[src/rtl/if_id_buffer.sv]
// IF/ID pipeline buffer: circular FIFO of {pc, instr} pairs between fetch and decode,
// with first-word fall-through to decode, flush-on-redirect and a saturating flush counter.
module if_id_buffer #(
    parameter int          DEPTH     = 2,
    parameter logic [31:0] NOP_INSTR = 32'h00000013
) (
    input  logic                       clk,
    input  logic                       reset,
    input  logic                       fetch_valid,
    input  logic [31:0]                fetch_pc,
    input  logic [31:0]                fetch_instr,
    output logic                       fetch_ready,
    input  logic                       flush,
    output logic                       id_valid,
    output logic [31:0]                id_pc,
    output logic [31:0]                id_instr,
    input  logic                       id_ready,
    output logic [$clog2(DEPTH):0]     occupancy,
    output logic [15:0]                flush_count
);

    localparam int                PTR_W   = $clog2(DEPTH);
    localparam int                CNT_W   = PTR_W + 1;
    localparam logic [CNT_W-1:0]  DEPTH_C = CNT_W'(DEPTH);

    logic [31:0]      pc_mem    [DEPTH];
    logic [31:0]      instr_mem [DEPTH];

    logic [PTR_W-1:0] wr_ptr_q, wr_ptr_d;
    logic [PTR_W-1:0] rd_ptr_q, rd_ptr_d;
    logic [CNT_W-1:0] occ_q, occ_d;
    logic [15:0]      flush_cnt_q, flush_cnt_d;

    logic             fetch_ready_s;
    logic             id_valid_s;
    logic             push_s;
    logic             pop_s;

    // Handshake status depends on registered occupancy only.
    always_comb begin
        fetch_ready_s = (occ_q < DEPTH_C);
        id_valid_s    = (occ_q != {CNT_W{1'b0}});
        push_s        = fetch_valid && fetch_ready_s && !flush;
        pop_s         = id_valid_s && id_ready && !flush;
    end

    // Next-state for pointers, occupancy and flush counter; flush overrides push/pop.
    always_comb begin
        wr_ptr_d    = wr_ptr_q;
        rd_ptr_d    = rd_ptr_q;
        occ_d       = occ_q;
        flush_cnt_d = flush_cnt_q;
        if (flush) begin
            wr_ptr_d = {PTR_W{1'b0}};
            rd_ptr_d = {PTR_W{1'b0}};
            occ_d    = {CNT_W{1'b0}};
            if (flush_cnt_q != 16'hFFFF) begin
                flush_cnt_d = flush_cnt_q + 16'd1;
            end else begin
                flush_cnt_d = flush_cnt_q;
            end
        end else begin
            if (push_s) begin
                wr_ptr_d = wr_ptr_q + PTR_W'(1);
            end else begin
                wr_ptr_d = wr_ptr_q;
            end
            if (pop_s) begin
                rd_ptr_d = rd_ptr_q + PTR_W'(1);
            end else begin
                rd_ptr_d = rd_ptr_q;
            end
            case ({push_s, pop_s})
                2'b10:   occ_d = occ_q + CNT_W'(1);
                2'b01:   occ_d = occ_q - CNT_W'(1);
                default: occ_d = occ_q;
            endcase
        end
    end

    // Control state registers with synchronous reset.
    always_ff @(posedge clk) begin
        if (reset) begin
            wr_ptr_q    <= {PTR_W{1'b0}};
            rd_ptr_q    <= {PTR_W{1'b0}};
            occ_q       <= {CNT_W{1'b0}};
            flush_cnt_q <= 16'h0000;
        end else begin
            wr_ptr_q    <= wr_ptr_d;
            rd_ptr_q    <= rd_ptr_d;
            occ_q       <= occ_d;
            flush_cnt_q <= flush_cnt_d;
        end
    end

    // Entry storage is never reset; only entries counted by occupancy are ever read out.
    always_ff @(posedge clk) begin
        if (push_s && !reset) begin
            pc_mem[wr_ptr_q]    <= fetch_pc;
            instr_mem[wr_ptr_q] <= fetch_instr;
        end
    end

    // Head entry falls through to decode; an empty buffer presents pc 0 and a NOP.
    always_comb begin
        if (id_valid_s) begin
            id_pc    = pc_mem[rd_ptr_q];
            id_instr = instr_mem[rd_ptr_q];
        end else begin
            id_pc    = 32'h0000_0000;
            id_instr = NOP_INSTR;
        end
    end

    assign fetch_ready = fetch_ready_s;
    assign id_valid    = id_valid_s;
    assign occupancy   = occ_q;
    assign flush_count = flush_cnt_q;

endmodule

[config.mk]
export PLATFORM = sky130hd
export DESIGN_NAME = if_id_buffer
export DESIGN_NICKNAME = d
export VERILOG_FILES = /design/src/rtl/if_id_buffer.sv
export SDC_FILE = /design/constraint.sdc
export NUM_CORES = 1
export LEC_CHECK = 0
export BUFFER_PORTS_ARGS = -buffer_cell sky130_fd_sc_hd__buf_4
export CORE_UTILIZATION = 25
export CTS_BUF_LIST = sky130_fd_sc_hd__clkbuf_16
export DETAILED_ROUTE_END_ITERATION = 6
export PLACE_DENSITY = 0.55
export SYNTH_ARGS = -nofsm -noshare
export SYNTH_HDL_FRONTEND = slang
export SYNTH_SLANG_ARGS = --single-unit
[constraint.sdc]
create_clock -name clk -period 14.3 [get_ports clk]
set_input_delay 1.43 -clock clk [delete_from_list [all_inputs] [get_ports clk]]
set_output_delay 1.43 -clock clk [all_outputs]
set_load 0.01 [all_outputs]
==> results_dict.tcl, run 1 <==
set metrics [dict create \
    status "finished, final reports clean" \
    rsz0062_at_grt "false" \
    post-cts-setup-buffers 0 \
    hold_path_class "reg2reg" \
    peakVddDrop_mv 0.0630 \
    die_y_um 155 \
    finalHoldViolations 0 \
    cpMaxStageDelayCell "nor2_4" \
    cp_cell_sequence "nor2_4, buf_4, inv_1, nand2_1, buf_4" \
    dieArea_um2 24200 \
    slew_headroom_pct 19.6 \
    antenna-diode-count 0 \
    min_period_ns 3.69 \
    regToRegStartpoint "occupancy[1]" \
    p_comb_share_pct 5.3 \
    synth-main-ff-cell "edfxtp_1" \
    clock_power_share_pct 43.3 \
    hp-start "flush_count[1]" \
    synth_area_leader_cell "edfxtp_1" \
    fmax_mhz 271 \
    antenna_found_initial 0 \
    critPathTopFamily "buffers and inverters" \
    ys_ff_latch 149 \
    worst-path-buf-inv 3 \
    cts_buffers 17 \
    fp-row-count 55 \
    route.detailed.wl_per_inst_um 15.1 \
    arrival_ns 2.26 \
    crit_required_ns 12.87 \
    cts_tree "done" \
    syn-num-nets 468 \
    cp_slowest_stage_delay_ns 0.62 \
    ant_nets 0 \
    place.gp.congestion 0.741 \
    wl_um 13400 \
    final_area_um2 7940 \
    syn-cell-area_um2 5880 \
    drt_iter0_markers 193 \
    period_share_pct 25.8 \
    p_switching_w 0.000198 \
    cts.sinks 149 \
    core-area_um2 22800 \
    clock-root-buffer "clkbuf_16" \
    worst_slew_pin_slew_ns 1.21 \
    synth_edf_count 128 \
    synth_cell_type_count 40 \
    drt_pass1_iterations 6 \
    start_util_pct 25.8 \
    dp.final_hpwl_um 8710 \
    reg2reg_slack_ns 11.59 \
    dpl_cell_area_um2 7400 \
    drive_above_1_share_pct 34.6 \
    ios 153 \
    dr_total_vias 3774 \
    grt_overflow 0 \
    syn_inst 397 \
    holdBufCountCts 0 \
    slew_violations 0 \
    grt_max_degree 65 \
    report.final.setup_viol 0 \
    cp-start-kind "register" \
    synth_area_leaders "edfxtp_1, mux2i_1, dfxtp_1, nor2_1, nor3_1" \
    vias_per_cell 4.28 \
    p_int_w 0.000742 \
    numPortBuffers 152 \
    cp.depth 5 \
    pwr-share-seq_pct 51.5 \
    synth_common_cells "edfxtp_1, nor2_1, mux2i_1" \
    max_cap_violations 0 \
    fin_total_pwr_w 0.000940 \
    ys_seq_area_share_pct 72.5 \
    path_class "reg2out" \
    htree_levels 4 \
    clock_latency_ns 0.41 \
    fp.dieW_um 155 \
    r2r.worst_path.cells 10 \
    grt_pass1_vias 3984 \
    powerDensity_nw_per_um2 118 \
    worst_setup_path_end_kind "primary output" \
    fin_skew_ns 0.00713 \
    areaGrowthSynthToFinish_pct 35.0 \
    swShare_pct 21.1 \
    synth_warnings 0 \
    grt_util_all_layers_pct 11.4 \
    leakagePower_nw 2.84 \
    fin_setup_tns_ns 0 \
    yosysMostFrequentCell "edfxtp_1" \
    clock_path_buffers 2 \
    startpoint "occupancy[1]" \
    cp_max_fo 32 \
    yosysTopAreaCellShare_pct 65.3 \
    avgSynthCellArea_um2 14.8 \
    finalNetCount 627 \
    cts_resized 0 \
    clk_pin_slew_ns 0.06 \
    n_fill_cell 2279 \
    min_path_cells 2 \
    cpMostUsedCell "buf_4" \
    grt_pass1_wl_um 20800 \
    synth-async-reset-ratio_pct 0 \
    drc 0 \
]
[kinds of logic (layout without fill, tap and decap cells)]
kind of cell	after synthesis	in the layout	share of synthesized area, %
DFF	149	149	72.5
adders and majority gates	2	2	0.425
xor gates and xnor gates	5	5	0.745
buffers and inverters	22	194	1.60
and+or+nand+nor	126	126	10.5
muxes	68	68	11.7
AOI/OAI and AO/OA	25	25	2.59
[worst register-to-register path, stage by stage, from the launching register on]
cell and delay [ns]:
dfxtp_1 0.37, nor2_4 0.62, buf_4 0.47, inv_1 0.18
nand2_1 0.20, nor2_1 0.07, ha_1 0.19, xnor2_1 0.16
nor2_1 0.07, xnor2_1 0.12, nor3_1 0.17
[cells in the final DEF, fill, tap and decap left out, types with 3 or more instances in the layout]
cell type and instances:
nor2_1 69, nor3_1 11, inv_1 7, edfxtp_1 128, and3_1 4, nand4_1 4
clkinv_2 4, dfxtp_1 20, or3_1 4, xor2_1 3, mux2i_1 66, clkbuf_16 17
nand2_1 11, a21oi_1 9, nand3_1 6, o21ai_0 4, buf_4 157, clkinv_4 4
[state kept, by name (all words and copies together), names as in the netlist, named ones only]
name	flops
wr_ptr_q	1
flush_count	16
pc_mem	64
occupancy	2
instr_mem	64
rd_ptr_q	1
[layout make-up]
class                      instances  area (µm²)  share of cell area (%)
tap                              313         392                    4.93
sequential                       149        4270                    53.7
multi-input combinational        226        1540                    19.4
clock buffer                      17         425                    5.36
inverter                           5        18.8                   0.236
timing repair buffer             157        1180                    14.8
clock inverter                    15         116                    1.47
[power groups by stage]
| stage | Clock (W) | Sequential, W | Combinational (W) |
|---|---|---|---|
| 4_1_cts | 0.000424 | 0.000484 | 0.0000508 |
| 2_1_floorplan | 0 | 0.000493 | 0.0000193 |
| 3_3_place_gp | 0 | 0.000493 | 0.0000496 |
| 5_1_grt | 0.000440 | 0.000484 | 0.0000546 |
| 6_report | 0.000407 | 0.000484 | 0.0000496 |
| 3_5_place_dp | 0 | 0.000493 | 0.0000507 |
[metal layers]
metal / vias up / GRT usage [%] / share of wire [%]
met1: 1844 / 13.2 / 42
met5: - / 0 / 0
li1: 1800 / - / -
met3: 8 / 3.87 / 6.0
met4: 0 / 3.64 / 0.76
met2: 122 / 19.7 / 51
[stage by stage]
step / hold slack, ns / setup WS (ns) / util [%] / std cells
6_report: 0.518 / 10.61 / 34.8 / 882
5_1_grt: 0.568 / 10.39 / 34.8 / 882
4_1_cts: 0.522 / 10.51 / 34.8 / 882
3_5_place_dp: 0.511 / 10.98 / 32.4 / 850
3_3_place_gp: 0.502 / 10.99 / 32.4 / 850
2_1_floorplan: 0.515 / 7.25 / - / 397
[final timing paths]
kind | end
worst min-delay path | flush_count[1]
worst min register to register | flush_count[1]
worst max-delay path | id_instr[1]
worst max register to register | occupancy[1]
(Power assumes the default switching activity.)
==> inputs of run 2 (changes only) <==
==> constraint.sdc (replaced) <==
create_clock -name clk -period 3.8 [get_ports clk]
set_input_delay 0.38 -clock clk [delete_from_list [all_inputs] [get_ports clk]]
set_output_delay 0.38 -clock clk [all_outputs]
set_load 0.01 [all_outputs]
==> run 2 against run 1 <==
Net effect:
- clock power grew to 3.8 times the previous value
- wire length is 1.5% lower
- critical endpoint is now id_pc[11]
- sequential power increased to 3.8 times the previous value
- largest power group unchanged
==> results_dict.tcl, run 2 (same netlist as run 1, synthesis figures left out) <==
set metrics [dict create \
    die_y_um 155 \
    ant_nets 0 \
    regToRegStartpoint "occupancy[1]" \
    cts_buffers 17 \
    fin_setup_tns_ns 0 \
    drt_iter0_markers 150 \
    clock-root-buffer "clkbuf_16" \
    rsz0062_at_grt "false" \
    place.gp.congestion 0.747 \
    post-cts-setup-buffers 0 \
    grt_util_all_layers_pct 11.2 \
    min_path_cells 1 \
    finalNetCount 626 \
    grt_max_degree 62 \
    fp-row-count 55 \
    hp-start "fetch_pc[31]" \
    dpl_cell_area_um2 7430 \
    path_class "reg2out" \
    vias_per_cell 4.25 \
    multiInputGateArea_um2 1560 \
    reg2reg_slack_ns 1.71 \
    cts_resized 0 \
    worst_setup_path_end_kind "primary output" \
    cts_tree "done" \
    drc 0 \
    route.detailed.wl_per_inst_um 15.0 \
    powerDensity_nw_per_um2 444 \
    period_share_pct 68.7 \
    finalHoldViolations 0 \
    clk_pin_slew_ns 0.06 \
    fin_cells 880 \
    fp.dieW_um 155 \
    areaGrowthSynthToFinish_pct 35.5 \
    fin_skew_ns 0.00600 \
    cp_cell_sequence "buf_4, mux2i_1, nor2_1, buf_4" \
    clock_path_buffers 2 \
    report.final.setup_viol 0 \
    seq_area_um2 4270 \
    clock_latency_ns 0.41 \
    final_util_pct 34.9 \
    layout_common_cells "buf_4, edfxtp_1, nor2_1, mux2i_1, dfxtp_1" \
    cpMaxStageDelayCell "dfxtp_4" \
    dr_total_vias 3744 \
    use_met1_pct 13.7 \
    arrival_ns 2.23 \
    grt_overflow 0 \
    grt_pass1_wl_um 20700 \
    n_fill_cell 2284 \
    peakVddDrop_mv 0.228 \
    cp-start-kind "register" \
    leakagePower_nw 2.84 \
    ios 153 \
    min_period_ns 2.61 \
    numPortBuffers 152 \
    crit_required_ns 3.42 \
    grt.busiest_layer "met2" \
    drive_above_1_share_pct 35.1 \
    max_cap_violations 0 \
    status "finished, final reports clean" \
    holdBufCountCts 0 \
    slew_violations 0 \
    final_area_um2 7970 \
    worst_slew_pin_slew_ns 1.01 \
    antenna_found_initial 0 \
    hold_path_class "in2reg" \
    cpMostUsedCell "buf_4" \
    grtUsageMet2_pct 18.7 \
    dp.final_hpwl_um 8740 \
    fmax_mhz 383 \
    slew_headroom_pct 32.4 \
    start_util_pct 25.8 \
    core-area_um2 22800 \
    wl_um 13200 \
    cts.sinks 149 \
    antenna-diode-count 0 \
    met3_usage_pct 3.54 \
    grt_pass1_vias 3911 \
    cp_max_fo 56 \
    drt_pass1_iterations 4 \
    dpl.cell_count 849 \
    cp_slowest_stage_delay_ns 1.00 \
    final_common_cell "buf_4" \
    r2r.worst_path.cells 4 \
    dieArea_um2 24200 \
    htree_levels 4 \
]
## run 2: worst max-delay path: cells and delay by family, from the launching register on
family | cells | cell delay (ns)
buffers and inverters | 2 | 0.52
flip-flops | 1 | 1.00
multiplexers | 1 | 0.23
AND/OR/NAND/NOR | 1 | 0.06
## run 2: cell type report
| class | count | area share, % |
|---|---|---|
| clock buffers | 17 | 5.34 |
| clock inverters | 14 | 1.43 |
| inverters | 5 | 0.236 |
| multi-input cells | 226 | 19.5 |
| flip-flops and latches | 149 | 53.6 |
| well taps | 313 | 4.91 |
| repair buffers | 156 | 15.0 |
## run 2: path summary, 6_finish.rpt
kind / end
setup reg to reg: instr_mem[1][6]
setup / recovery: id_pc[11]
hold / removal: pc_mem[1][31]
hold reg to reg: flush_count[1]
## run 2: stage by stage
stage                     setup slack (ns)  power, W  hold WS (ns)
after floorplan                     0.0575   0.00192         0.479
after global placement                1.59   0.00204         0.501
after detailed placement              1.51   0.00205         0.520
after CTS                             1.06   0.00360         0.125
after global routing                 0.985   0.00369         0.121
final                                 1.19   0.00354         0.154
## run 2: power by group
part | internal (W) | switching (W) | total, W
logic | 0.0000969 | 0.0000933 | 0.000190
registers | 0.00181 | 0.0000141 | 0.00182
clock network | 0.000890 | 0.000640 | 0.00153
total | 0.00279 | 0.000748 | 0.00354
## run 2: per-layer routing
metal,wire length [µm],up-vias
met2,6440,100
met1,5970,1837
met3,635,8
met4,120,0
met5,0,-
li1,-,1799
==> inputs of run 3 (changes only) <==
==> constraint.sdc (replaced) <==
create_clock -name clk -period 2.68 [get_ports clk]
set_input_delay 0.268 -clock clk [delete_from_list [all_inputs] [get_ports clk]]
set_output_delay 0.268 -clock clk [all_outputs]
set_load 0.01 [all_outputs]
==> run 3 against run 2 <==
Net effect:
- non-clock buffer count is 4 higher
- largest cell class unchanged
- wire length is 2.6% higher
- setup slack worse by 0.61 ns
- via count is 0.75% lower
- core utilization is 0.44 points higher
- critical path depth stayed put
- sequential cell count stayed put
- clock-buffer cell count stayed put
==> results_dict.tcl, run 3 (same netlist as run 1, synthesis figures left out) <==
set metrics [dict create \
    status "finished, final reports clean" \
    whs_ns 0.0375 \
    layout_common_cells "buf_4, edfxtp_1, nor2_1, mux2i_1, dfxtp_1" \
    fin_skew_ns 0.00763 \
    grt_max_degree 38 \
    worst_slew_pin_slew_ns 0.542 \
    vias_per_cell 4.20 \
    clock_latency_ns 0.42 \
    cts_buffers 17 \
    peakVddDrop_mv 0.331 \
    grt_pass1_vias 3949 \
    cp.depth 4 \
    grt_pass1_wl_um 20800 \
    drt_iter0_markers 130 \
    clock-root-buffer "clkbuf_16" \
    powerDensity_nw_per_um2 655 \
    cp_max_fo 37 \
    drt_pass1_iterations 5 \
    cp-endpoint "id_pc[4]" \
    dp.final_hpwl_um 9140 \
    setup_ws_ns 0.581 \
    core-area_um2 22800 \
    leakagePower_nw 2.90 \
    r2r-end "flush_count[0]" \
    numPortBuffers 152 \
    arrival_ns 1.83 \
    period_share_pct 78.3 \
    final_common_cell "buf_4" \
    regToRegStartpoint "flush_count[0]" \
    htree_levels 4 \
    areaGrowthSynthToFinish_pct 37.2 \
    finalNetCount 630 \
    ant_nets 0 \
    finalHoldViolations 0 \
    ios 153 \
    reg2reg_slack_ns 0.88 \
    cts_tree "done" \
    drive_above_1_share_pct 35.5 \
    cts_resized 0 \
    cp-start-kind "register" \
    wl_um 13500 \
    antenna_found_initial 1 \
    crit_required_ns 2.41 \
    max_cap_violations 0 \
    route.detailed.wl_per_inst_um 15.3 \
    cp_slowest_stage_delay_ns 0.59 \
    holdBufCountCts 0 \
    die_y_um 155 \
    worst_setup_path_end_kind "primary output" \
    wl_met1_um 5980 \
    report.final.setup_viol 0 \
    highest_layer "met5" \
    dieArea_um2 24200 \
    post-cts-setup-buffers 0 \
    grt_overflow 0 \
    rsz0062_at_grt "false" \
    slew_violations 0 \
    r2r.worst_path.cells 5 \
    critPathTopFamily "flip-flops" \
    fp-row-count 55 \
    path_class "reg2out" \
    drc 0 \
    slew_headroom_pct 63.9 \
    grt_util_all_layers_pct 11.5 \
    worst-path-buf-inv 2 \
    fmax_mhz 476 \
    start_util_pct 25.8 \
    hold_path_class "in2reg" \
    wl_met3_um 794 \
    wl_met2_um 6580 \
    antenna-diode-count 0 \
    place.gp.congestion 0.770 \
    clock_path_buffers 2 \
    dpl_worst_slack_ns 0.878 \
    cts.sinks 149 \
    min_period_ns 2.10 \
    cpMaxStageDelayCell "dfxtp_4" \
    cp_cell_sequence "buf_12, mux2i_1, nor2_1, buf_4" \
    fp.dieW_um 155 \
    n_fill_cell 2288 \
    dr_total_vias 3716 \
    clk_pin_slew_ns 0.06 \
]
-- run 3: worst min path at each step --
| stage | start | end | slack, ns | cells past startpoint |
|---|---|---|---|---|
| 6_report | fetch_pc[2] | pc_mem[0][2] | 0.04 | 1 |
| 4_1_cts | fetch_pc[2] | pc_mem[0][2] | 0.005 | 1 |
| 2_1_floorplan | fetch_instr[0] | instr_mem[0][0] | 0.37 | 0 |
| 3_5_place_dp | fetch_pc[9] | pc_mem[1][9] | 0.46 | 1 |
| 5_1_grt | fetch_pc[13] | pc_mem[0][13] | 0.008 | 1 |
| 3_3_place_gp | fetch_pc[30] | pc_mem[0][30] | 0.45 | 1 |
-- run 3: final cells by class --
class	count	area [µm²]	share of cell area, %
flip-flops and latches	149	4270	52.9
inverters	5	18.8	0.233
clock inverters	15	181	2.25
clock buffers	17	425	5.27
multi-input cells	226	1570	19.5
repair buffers	160	1210	15.0
well taps	313	392	4.85
-- run 3: where the power goes --
| group | internal, W | switching (W) |
|---|---|---|
| registers | 0.00256 | 0.0000163 |
| clock network | 0.00148 | 0.000955 |
| logic | 0.000139 | 0.000138 |
-- run 3: metal layers --
layer  vias up  track usage (%)
met5         -                0
met4         2             3.45
met3        13             4.21
met2       116             19.2
met1      1781             13.8
li1       1804                -
-- run 3: stage by stage --
step / TNS [ns] / util, % / instance area (µm²) / std cells / total power, W
detailed placement: 0 / 32.7 / 7460 / 853 / 0.00291
CTS: 0 / 35.3 / 8070 / 885 / 0.00537
global route: 0 / 35.3 / 8070 / 885 / 0.00548
floorplan: -0.612 / - / 5930 / 397 / 0.00273
finish: 0 / 35.3 / 8070 / 885 / 0.00528
global placement: 0 / 32.7 / 7460 / 853 / 0.00290
